$ cat src/rtl/branch_pkg.sv
// rtl/branch_pkg.sv - shared BHT counter encodings and EX tracking-register layout
package branch_pkg;

  localparam int PC_W  = 32;
  localparam int IDX_W = 4;

  localparam logic [1:0] SNT = 2'b00;
  localparam logic [1:0] WNT = 2'b01;
  localparam logic [1:0] WT  = 2'b10;
  localparam logic [1:0] ST  = 2'b11;

  localparam logic [1:0] BHT_RST = WNT;

  typedef struct packed {
    logic             valid;
    logic             branch;
    logic             pred;
    logic [IDX_W-1:0] idx;
    logic [PC_W-1:0]  fallthrough;
    logic [PC_W-1:0]  target;
  } ex_reg_t;

endpackage

$ cat src/rtl/sat_counter2.sv
// rtl/sat_counter2.sv - 2-bit saturating up/down counter update
module sat_counter2
  import branch_pkg::*;
(
  input  logic [1:0] cnt,
  input  logic       up,
  output logic [1:0] nxt
);

  always_comb begin
    nxt = cnt;
    if (up) begin
      if (cnt != ST) nxt = cnt + 2'b01;
    end else begin
      if (cnt != SNT) nxt = cnt - 2'b01;
    end
  end

endmodule

$ cat src/rtl/branch_ctrl.sv
// rtl/branch_ctrl.sv - BHT branch predictor and control-hazard redirect/flush
// Defining BRANCH_STATS_EN adds branch/mispredict/jump event counters.
module branch_ctrl
  import branch_pkg::*;
#(
  parameter int DATA_W    = PC_W,
  parameter int BHT_IDX_W = IDX_W
)(
  input  logic              clk,
  input  logic              arst_n,
  input  logic              enable,
  input  logic              id_valid,
  input  logic              id_branch,
  input  logic              id_jump,
  input  logic [DATA_W-1:0] id_pc,
  input  logic [DATA_W-1:0] id_updated_pc,
  input  logic [DATA_W-1:0] id_branch_pc,
  input  logic [DATA_W-1:0] id_jump_pc,
  input  logic              ex_taken,
  output logic              pc_redirect,
  output logic [DATA_W-1:0] next_pc,
  output logic              flush_if_id,
  output logic              flush_id_exe,
  output logic              pred_taken
`ifdef BRANCH_STATS_EN
  ,
  output logic [31:0]       stat_branches,
  output logic [31:0]       stat_mispredicts,
  output logic [31:0]       stat_jumps
`endif
);

  logic [1:0]           bht [2**BHT_IDX_W];
  ex_reg_t              ex;
  logic [BHT_IDX_W-1:0] id_idx;
  logic                 pred;
  logic                 mispredict;
  logic                 train;
  logic [1:0]           bht_next;
  logic                 unused_pc_bits;

  assign id_idx         = id_pc[BHT_IDX_W+1:2];
  assign unused_pc_bits = ^{id_pc[DATA_W-1:BHT_IDX_W+2], id_pc[1:0]};

  assign pred       = id_valid & id_branch & bht[id_idx][1];
  assign mispredict = ex.valid & ex.branch & (ex_taken != ex.pred);
  assign train      = enable & ex.valid & ex.branch;
  assign pred_taken = pred & arst_n;

  sat_counter2 u_sat (
    .cnt (bht[ex.idx]),
    .up  (ex_taken),
    .nxt (bht_next)
  );

  // EX mispredict outranks any ID redirect; everything is forced low while in reset.
  always_comb begin
    pc_redirect  = 1'b0;
    flush_if_id  = 1'b0;
    flush_id_exe = 1'b0;
    next_pc      = id_updated_pc;
    if (enable) begin
      if (mispredict) begin
        pc_redirect  = 1'b1;
        flush_if_id  = 1'b1;
        flush_id_exe = 1'b1;
        next_pc      = ex_taken ? ex.target : ex.fallthrough;
      end else if (id_valid & id_jump) begin
        pc_redirect = 1'b1;
        flush_if_id = 1'b1;
        next_pc     = id_jump_pc;
      end else if (pred) begin
        pc_redirect = 1'b1;
        flush_if_id = 1'b1;
        next_pc     = id_branch_pc;
      end
    end
    if (!arst_n) begin
      pc_redirect  = 1'b0;
      flush_if_id  = 1'b0;
      flush_id_exe = 1'b0;
      next_pc      = '0;
    end
  end

  // Training is tied to the EX register advancing, so a stall cannot train twice.
  always_ff @(posedge clk or negedge arst_n) begin
    if (!arst_n) begin
      for (int i = 0; i < 2**BHT_IDX_W; i++) bht[i] <= BHT_RST;
    end else if (train) begin
      bht[ex.idx] <= bht_next;
    end
  end

  always_ff @(posedge clk or negedge arst_n) begin
    if (!arst_n) begin
      ex <= '0;
    end else if (enable) begin
      ex.valid       <= id_valid & ~mispredict;
      ex.branch      <= id_branch;
      ex.pred        <= pred;
      ex.idx         <= id_idx;
      ex.fallthrough <= id_updated_pc;
      ex.target      <= id_branch_pc;
    end
  end

`ifdef BRANCH_STATS_EN
  always_ff @(posedge clk or negedge arst_n) begin
    if (!arst_n) begin
      stat_branches    <= '0;
      stat_mispredicts <= '0;
      stat_jumps       <= '0;
    end else if (enable) begin
      if (train) stat_branches <= stat_branches + 32'd1;
      if (mispredict) stat_mispredicts <= stat_mispredicts + 32'd1;
      if (id_valid & id_jump) stat_jumps <= stat_jumps + 32'd1;
    end
  end
`endif

endmodule

$ cat config.mk
export PLATFORM = sky130hd
export DESIGN_NAME = branch_ctrl
export DESIGN_NICKNAME = d
export VERILOG_FILES = /design/src/rtl/branch_pkg.sv /design/src/rtl/sat_counter2.sv /design/src/rtl/branch_ctrl.sv
export SDC_FILE = /design/constraint.sdc
export NUM_CORES = 1
export LEC_CHECK = 0
export BUFFER_PORTS_ARGS = -buffer_cell sky130_fd_sc_hd__buf_2
export CORE_MARGIN = 4
export CORE_UTILIZATION = 30
export CTS_BUF_LIST = sky130_fd_sc_hd__clkbuf_4 sky130_fd_sc_hd__clkbuf_8
export DETAILED_ROUTE_END_ITERATION = 8
export GPL_ROUTABILITY_DRIVEN = 0
export MAX_ROUTING_LAYER = met4
export SYNTH_ARGS = -nofsm -noshare
export SYNTH_HDL_FRONTEND = slang
export SYNTH_HIERARCHICAL = 1
export SYNTH_SLANG_ARGS = --single-unit
$ cat constraint.sdc
create_clock -name clk -period 3.1 [get_ports clk]
set_clock_uncertainty 0.2 [all_clocks]
set_input_delay 0.62 -clock clk [delete_from_list [all_inputs] [get_ports clk]]
set_output_delay 0.62 -clock clk [all_outputs]
set_load 0.05 [all_outputs]
==> key figures, run 1 <==
Run status
  • Run status: finished, violations left
  • Violations in the final reports: setup timing

Yosys
  • Share of synthesized registers carrying an async set or reset: 100%
  • Portion of the post-synthesis area used by sequential elements: between 30% and 40%
  • Top cells by instance count after synthesis: sky130_fd_sc_hd__mux2_2, sky130_fd_sc_hd__dfrtp_1, sky130_fd_sc_hd__nor2_1, sky130_fd_sc_hd__nand3_1, sky130_fd_sc_hd__mux2i_1
  • Number of flops mapped to enable cells by yosys: 0
  • Synth top area cells: sky130_fd_sc_hd__dfrtp_1, sky130_fd_sc_hd__mux2_2, sky130_fd_sc_hd__dfstp_2
  • Area fraction in compound gates after synthesis: about 14%
  • Average instance area after synthesis: 11.6 µm²
  • Flip-flop and latch count after synthesis: between 100 and 150
  • Post-synth top area cell: sky130_fd_sc_hd__dfrtp_1
  • Number of different library cells in the post-synthesis netlist: just under 50
  • Primary flip-flop cell chosen by synthesis mapping: sky130_fd_sc_hd__dfrtp_1
  • Post-Synth XOR/XNOR Area: 0.235%
  • Mapped cell area: between 0.006 and 0.007 mm²
  • Area share of the leading cell type in the synthesized netlist: a little under a third
  • Main combinational cell family by area after synthesis: multiplexers
  • Count of synthesis-stage warnings from yosys: 6
  • Share of synthesized area spent on multiplexers: between 20% and 30%
  • Number of instances in the synthesized netlist: ~600
  • Post-Syn Nets: around 730
  • Post-synthesis adder-cell area fraction: less than 1%
  • Library cell with the highest instance count after synthesis: sky130_fd_sc_hd__mux2_2
  • Simple logic cell fraction of the synthesized area: roughly 17%

Finish
  • Number of cells in the finished layout apart from fillers: about 1100
  • Area of combinational cells with multiple inputs: 0.00448 mm²
  • # nets final: between 900 and 1000
  • Summed area of non-filler cells in the final layout: a little under 0.01 mm²
  • Storage element area: between 0.002 and 0.003 mm²
  • Ratio of cells with drive above 1 in the final layout: between 60% and 70%
  • Fillers: 2080
  • Area growth, synth to finish: 41.8%

Route
  • Number of search-and-repair iterations in the first detailed-routing pass: 4
  • Total wire length: 21.6 mm
  • Per-cell via count in the routed design: between 5 and 6
  • Antenna viol nets, final: 0
  • Vias: 5675
  • Post-route DRC violation count: 0
  • Avg WL per Cell: approximately 20 µm
  • Number of design-rule violations left by the first detailed-router iteration: roughly 320

STA
  • Worst Slack Setup Final: -0.234 ns
  • Slew at the pin with the worst max-slew slack: between 0.5 and 0.6 ns
  • Time the final worst path needs with I/O delays and setup: 3.33 ns
  • Final Hold Slack: 0.0386 ns
  • Final max-slew violation count: 0
  • Setup TNS: -5.65 ns
  • Highest Clock Rate: about 0.30 GHz
  • RSZ-0062 raised after global routing: true
  • Relative slew slack: between 60% and 70%
  • Fin crit share: 108%
  • Count of endpoints failing hold in the final timing report: 0
  • Count of endpoints failing setup in the final report: 35

Place
  • Placed Instances: 1053
  • PortBufs: approximately 140
  • Total half-perimeter wirelength after legalization and detailed placement: about 15 mm
  • Post-DP Area: between 0.008 and 0.009 mm²

Clocking
  • Clock tree from TritonCTS: yes
  • Root Driver: sky130_fd_sc_hd__clkbuf_8
  • Clock transition at the registers of the reported paths: between 0.1 and 0.15 ns
  • Clock sinks: a little over 100
  • Number of buffers created by CTS: 9
  • Clock H-tree levels: 3
  • Clock tree buffer depth: 2
  • Skew-Pair Late Insertion Delay: 0.39 ns

GRT
  • Initial antenna violation count: 5
  • Global Route Usage Sum: around 17%
  • Maximum number of pins on one net before global-route repair: 48
  • Number of global-route vias before repair: approximately 6000
  • Global-route wire length before repair: around 34 mm
  • GR Overflow Total: 0

Critical path
  • Slowest Stage Delay on Critical Path: 0.50 ns
  • Start-to-end type of the worst setup path: register to output port
  • Sort of element at the end of the critical path: output port
  • Cell-by-cell listing of the critical path: mux4_2, buf_4, o2111ai_4, nand2_4, buf_16, a211oi_4, buf_6
  • Critical path peak fanout: 9
  • CP Data Required Time: 2.28 ns
  • Data arrival, critical path: between 2 and 3 ns
  • Crit path max-delay cell type: sky130_fd_sc_hd__mux4_2
  • Critical path startpoint category: register

Power
  • Maximum resistive drop on vdd: 0.181 mV
  • P per Cell Area: approximately 380 mW/mm²
  • Pwr Total: roughly 3700 µW
  • Static power due to leakage: 0.00406 µW

Worst hold path
  • Class of the worst hold path: input port to async pin

Floorplanning
  • Floorplan die area: about 0.026 mm²
  • Initial core utilization: between 30% and 40%
  • Die Y: about 160 µm
  • Overall die width: about 160 µm
  • Floorplan core area: around 0.023 mm²
  • Row cnt: 55
  • I/O pins: 171

Job
  • Max-capacitance violation count: 0
-- layout make-up --
type | count | share of cell area (%)
inverters | 3 | 0.255
clock buffers | 10 | 1.40
well taps | 285 | 3.63
multi-input cells | 433 | 45.6
repair buffers | 246 | 22.0
diodes | 5 | 0.127
clock inverters | 6 | 0.510
flip-flops and latches | 103 | 26.5
-- power by group --
part / total, µW / switching, µW / internal [µW]
Sequential: 1590 / 83.7 / 1510
Combinational: 1290 / 669 / 625
Clock: 846 / 519 / 327
-- state kept, by name, summed over array words and instances, names as in the netlist --
signal	flops
ex	71
bht	32
-- cells by family (layout without fill, tap and decap cells) --
logic type	count (synthesis)	after routing
AND/OR/NAND/NOR	178	178
multiplexers	148	148
AO/OA/AOI/OAI	104	104
flip-flops	103	103
buffers and inverters	63	265
adder cells (fa/ha/maj)	2	2
XOR/XNOR	1	1
other	0	5
-- stage by stage --
stage / worst slack (ns) / utilization (%)
floorplan: -0.0551 / -
global placement: -0.320 / 39.0
detailed placement: -0.338 / 39.0
CTS: -0.245 / 43.0
global route: -0.339 / 43.4
finish: -0.234 / 43.4
-- worst max-delay path, delay by kind of cell, from the launching register on --
family	cells	cell delay [ns]
and+or+nand+nor	1	0.14
AOI/OAI and AO/OA	2	0.49
buffers and inverters	3	0.56
muxes	1	0.50
DFF	1	0.42
-- layout by cell type (no fill, tap or decap), types with 2 or more instances in the layout --
master and n:
sky130_fd_sc_hd__buf_2 104, sky130_fd_sc_hd__mux2_2 99, sky130_fd_sc_hd__dfrtp_1 87, sky130_fd_sc_hd__buf_4 71
sky130_fd_sc_hd__nor2_1 41, sky130_fd_sc_hd__nand3_1 39, sky130_fd_sc_hd__buf_6 37, sky130_fd_sc_hd__mux2i_1 35
sky130_fd_sc_hd__o21ai_0 32, sky130_fd_sc_hd__a211oi_4 30, sky130_fd_sc_hd__nor4_4 26, sky130_fd_sc_hd__buf_12 21
sky130_fd_sc_hd__and2b_1 20, sky130_fd_sc_hd__o311a_1 18, sky130_fd_sc_hd__dfstp_2 16, sky130_fd_sc_hd__nor2b_1 14
sky130_fd_sc_hd__o311a_2 14, sky130_fd_sc_hd__nand2_1 13, sky130_fd_sc_hd__mux4_2 12, sky130_fd_sc_hd__clkbuf_8 10
sky130_fd_sc_hd__nor4_2 6, sky130_fd_sc_hd__buf_16 6, sky130_fd_sc_hd__diode_2 5, sky130_fd_sc_hd__buf_8 4
sky130_fd_sc_hd__and2_2 2, sky130_fd_sc_hd__and3_1 2, sky130_fd_sc_hd__nor3_1 2, sky130_fd_sc_hd__mux2_1 2
sky130_fd_sc_hd__nand2b_1 2, sky130_fd_sc_hd__inv_1 2, sky130_fd_sc_hd__clkinv_4 2, sky130_fd_sc_hd__inv_4 2
sky130_fd_sc_hd__maj3_2 2
-- final timing paths --
| kind | startpoint | endpoint | slack [ns] | depth (start not counted) |
|---|---|---|---|---|
| hold reg to reg | ex[60] | ex[60] | 0.32 | 1 |
| hold / removal | arst_n | ex[21] | 0.04 | 2 |
| setup reg to reg | ex[65] | bht[31] | 0.39 | 4 |
| setup / recovery | bht[17] | next_pc[0] | -0.23 | 7 |
| min in group clk | id_branch_pc[26] | ex[26] | 0.28 | 2 |
| max in group asynchronous | arst_n | bht[28] | 1.81 | 3 |
-- timing repair --
| action | 4_1_cts | 5_1_grt |
|---|---|---|
| hold buffers | 1 | 0 |
| endpoints found under the hold margin | 2 | 0 |
| gates resized for setup | 119 | 6 |
| setup buffers | 9 | 4 |
| pin swaps | 23 | 3 |
| setup endpoints to repair | 35 | 35 |
| cloned | 5 | 1 |
-- metal layers --
layer | vias to the layer above | part of all wire [%] | GRT usage, % | wire (µm)
met5 | - | 0 | - | 0
met4 | 0 | 2.1 | 5.48 | 455
met3 | 25 | 4.8 | 4.05 | 1040
met2 | 122 | 49 | 27.9 | 10700
met1 | 2881 | 44 | 21.5 | 9500
li1 | 2647 | - | - | -
Power figures use the tool's default switching activity.
==> run 2, diff against run 1 <==
--- a/config.mk
+++ b/config.mk
@@ -5,6 +5,7 @@
 export SDC_FILE = /design/constraint.sdc
 export NUM_CORES = 1
 export LEC_CHECK = 0
+export ABC_AREA = 1
 export BUFFER_PORTS_ARGS = -buffer_cell sky130_fd_sc_hd__buf_2
 export CORE_MARGIN = 4
 export CORE_UTILIZATION = 30
==> run 2 against run 1 <==
Against the previous run: the flow still finishes with violations (setup timing); clock power up 13%; register-to-register slack better by 0.09 ns; hold slack better by 0.22 ns; sequential power down 3%; routed wire length up 0.22%; core utilization down 2.9 points.
==> key figures, run 2 <==
Run status
  • Run status: finished, violations left
  • Violations in the final reports: setup timing

Finish
  • Commonest non-fill, non-tap cell in the layout: sky130_fd_sc_hd__nand2_1
  • # nets final: 1266 (+36%)
  • Post-Route Utilization: 40.5% (-2.9 points)
  • Most flop-heavy register: ex
  • Ratio of cells with drive above 1 in the final layout: 27.4% (-33 points)
  • Fillers: 2258 (+8.6%)
  • Commonest cells after routing, fill and taps aside: sky130_fd_sc_hd__nand2_1, sky130_fd_sc_hd__o21ai_0, sky130_fd_sc_hd__buf_2
  • Flip-flop count of the largest register after layout: 71 (unchanged)
  • Summed area of non-filler cells in the final layout: 0.00856 mm² (-13%)
  • Largest registers: ex: 71 flops, bht: 32 flops
  • Area growth, synth to finish: 32.0%
  • Area of combinational cells with multiple inputs: 0.00356 mm² (-21%)
  • Storage element area: 0.00260 mm² (unchanged)

Floorplanning
  • Floorplan core area: 0.0212 mm² (-6.6%)
  • Initial core utilization: 30.7% (+0.091 points)
  • Row cnt: 53 (-3.6%)
  • Floorplan die area: 0.0240 mm² (-6.0%)
  • I/O pins: 171 (unchanged)
  • Overall die width: 155 µm (-3.0%)
  • Die Y: 155 µm (-3.0%)

STA
  • Worst Slack Setup Final: -0.0204 ns (+0.213 ns)
  • Fin crit share: 101% (-6.9 points)
  • Time the final worst path needs with I/O delays and setup: 3.12 ns (-0.213 ns)
  • Final Hold Slack: 0.259 ns (+0.221 ns)
  • Relative slew slack: 65.3% (+2.1 points)
  • RSZ-0062 raised after global routing: true
  • Final max-slew violation count: 0 (unchanged)
  • Highest Clock Rate: 0.320 GHz (+6.8%)
  • Count of endpoints failing hold in the final timing report: 0 (unchanged)
  • Slew at the pin with the worst max-slew slack: 0.518 ns (-0.0323 ns)
  • Count of endpoints failing setup in the final report: 2 (-94%)

Critical path
  • Start-to-end type of the worst setup path: input port to output port
  • CP Data Required Time: 2.28 ns (about the same)
  • Critical path startpoint category: input port
  • Critical path peak fanout: 8 (-1)
  • Data arrival, critical path: 2.30 ns (-0.21 ns)
  • Sort of element at the end of the critical path: output port

Job
  • Max-capacitance violation count: 0 (unchanged)

GRT
  • Global-route wire length before repair: 32.6 mm (-4.1%)
  • Maximum number of pins on one net before global-route repair: 68 (+42%)
  • Global Route Usage Sum: 17.1% (-0.14 points)
  • GR Overflow Total: 0 (unchanged)
  • Initial antenna violation count: 1 (-4)
  • Number of global-route vias before repair: 6340 (+4.9%)

Route
  • Antenna viol nets, final: 0 (unchanged)
  • Avg WL per Cell: 15.4 µm (-23%)
  • Total wire length: 21.7 mm (+0.22%)
  • Number of search-and-repair iterations in the first detailed-routing pass: 6 (+2)
  • Per-cell via count in the routed design: 4.84 (-6.9%)
  • Post-route DRC violation count: 0 (unchanged)
  • Number of design-rule violations left by the first detailed-router iteration: 400 (+23%)
  • Vias: 6832 (+20%)

Worst hold path
  • Class of the worst hold path: input port to register

Yosys
  • Area share of the leading cell type in the synthesized netlist: 33.5% (+2.1 points)
  • Count of synthesis-stage warnings from yosys: 6 (unchanged)
  • Post-Syn Nets: 1127 (+54%)
  • Number of flops mapped to enable cells by yosys: 0 (unchanged)
  • Number of instances in the synthesized netlist: 992 (+66%)
  • Share of synthesized registers carrying an async set or reset: 100% (unchanged)
  • Post-synth top area cell: sky130_fd_sc_hd__dfrtp_1
  • Primary flip-flop cell chosen by synthesis mapping: sky130_fd_sc_hd__dfrtp_1
  • Mapped cell area: 0.00649 mm² (-6.3%)
  • Flip-flop and latch count after synthesis: 103 (unchanged)
  • Library cell with the highest instance count after synthesis: sky130_fd_sc_hd__nand2_1
  • Top cells by instance count after synthesis: sky130_fd_sc_hd__nand2_1, sky130_fd_sc_hd__o21ai_0, sky130_fd_sc_hd__inv_1, sky130_fd_sc_hd__dfrtp_1, sky130_fd_sc_hd__nand3_1
  • Number of different library cells in the post-synthesis netlist: 29 (-41%)
  • Synth top area cells: sky130_fd_sc_hd__dfrtp_1, sky130_fd_sc_hd__nand2_1, sky130_fd_sc_hd__o21ai_0
  • Average instance area after synthesis: 6.54 µm² (-43%)
  • Portion of the post-synthesis area used by sequential elements: 40.0% (+2.5 points)

Clocking
  • Skew-Pair Late Insertion Delay: 0.37 ns (-0.02 ns)
  • Clock tree buffer depth: 2 (unchanged)
  • Root Driver: sky130_fd_sc_hd__clkbuf_8
  • Clock H-tree levels: 3 (unchanged)
  • Number of buffers created by CTS: 9 (unchanged)
  • Clock sinks: 103 (unchanged)
  • Clock tree from TritonCTS: yes
  • Clock transition at the registers of the reported paths: 0.10 ns (about the same)

Place
  • Post-DP Area: 0.00771 mm² (-13%)
  • Total half-perimeter wirelength after legalization and detailed placement: 14.5 mm (-2.1%)
  • PortBufs: 142 (unchanged)

Power
  • Pwr Total: 3540 µW (-5.1%)
  • Static power due to leakage: 0.00427 µW (+5.2%)
  • Maximum resistive drop on vdd: 0.189 mV (+4.5%)
  • P per Cell Area: 414 mW/mm² (+8.8%)
-- run 2: changes by cell type after synthesis, moves of 15 or more --
| cell | delta |
|---|---|
| sky130_fd_sc_hd__o311a_1 | -19 |
| sky130_fd_sc_hd__a21oi_1 | +19 |
| sky130_fd_sc_hd__mux2i_1 | -35 |
| sky130_fd_sc_hd__inv_1 | +95 |
| sky130_fd_sc_hd__o21ai_0 | +104 |
| sky130_fd_sc_hd__nand2_1 | +384 |
| sky130_fd_sc_hd__nor4_2 | -28 |
| sky130_fd_sc_hd__nand3_1 | +46 |
| sky130_fd_sc_hd__a211oi_2 | -29 |
| sky130_fd_sc_hd__mux2_2 | -99 |
| sky130_fd_sc_hd__nor2b_1 | -15 |
| sky130_fd_sc_hd__and2b_1 | -20 |
-- run 2: final timing paths --
path	start	endpoint	slack [ns]	cells after the start
hold reg to reg	ex[32]	ex[32]	0.27	2
setup reg to reg	ex[64]	bht[11]	0.48	10
min in group asynchronous	arst_n	ex[26]	0.44	2
max in group asynchronous	arst_n	bht[14]	1.55	4
hold / removal	id_branch_pc[6]	ex[6]	0.26	3
setup / recovery	id_pc[2]	next_pc[31]	-0.02	14
-- run 2: kinds of logic (layout without fill, tap and decap cells) --
group	after synthesis	count (layout)	synth area share, %
compound gates	191	191	16.0
buf+inv	158	299	10.2
flops	103	103	40.0
other cells	0	1	0
simple gates	540	542	33.8
-- run 2: through the flow --
step | std cells | setup WS [ns] | setup TNS (ns)
5_1_grt | 1411 | -0.120 | -1.63
3_3_place_gp | 1387 | -0.0518 | -0.612
3_5_place_dp | 1387 | -0.0422 | -0.662
2_1_floorplan | 992 | 0.00720 | 0
6_report | 1411 | -0.0204 | -0.0227
4_1_cts | 1403 | -0.000135 | -0.000135
-- run 2: cell type report --
class / instances / share of cell area, %
antenna: 1 / 0.0292
clock buffer: 12 / 1.78
clock inverter: 3 / 0.789
inverter: 100 / 4.38
multi-input combinational: 733 / 41.6
sequential: 103 / 30.3
tap: 275 / 4.02
timing repair buffer: 184 / 17.1
-- run 2: timing repair --
item / in CTS / in global routing
setup buffers: 0 / 2
hold buffers: 1 / 0
gates cloned: 0 / 5
pin swaps: 0 / 28
resized for setup: 31 / 110
endpoints found under the setup margin: 31 / 34
hold endpoints to repair: 3 / 0
-- run 2: critical path, cell delays in order --
cell and delay (ns):
sky130_fd_sc_hd__clkbuf_4 0.16, sky130_fd_sc_hd__buf_4 0.12, sky130_fd_sc_hd__nand2_1 0.05, sky130_fd_sc_hd__nand3_1 0.09
sky130_fd_sc_hd__nand3_2 0.12, sky130_fd_sc_hd__nand3_4 0.15, sky130_fd_sc_hd__nand2_8 0.12, sky130_fd_sc_hd__nand2_8 0.17
sky130_fd_sc_hd__buf_12 0.17, sky130_fd_sc_hd__nand2_4 0.05, sky130_fd_sc_hd__nand3_2 0.04, sky130_fd_sc_hd__nand2_1 0.07
sky130_fd_sc_hd__a21oi_2 0.18, sky130_fd_sc_hd__buf_6 0.18
-- run 2: layer usage --
metal  up-vias  wire, µm  global-route usage [%]
met1      3213     10200                    23.0
li1       3424         -                       -
met2       173     10300                    27.2
met4         0       314                    5.63
met5         -         0                       -
met3        22       862                    1.89
-- run 2: power by group --
part	internal, µW	switching [µW]
Clock	492	461
Sequential	1480	55.2
Combinational	375	679
Total	2350	1190
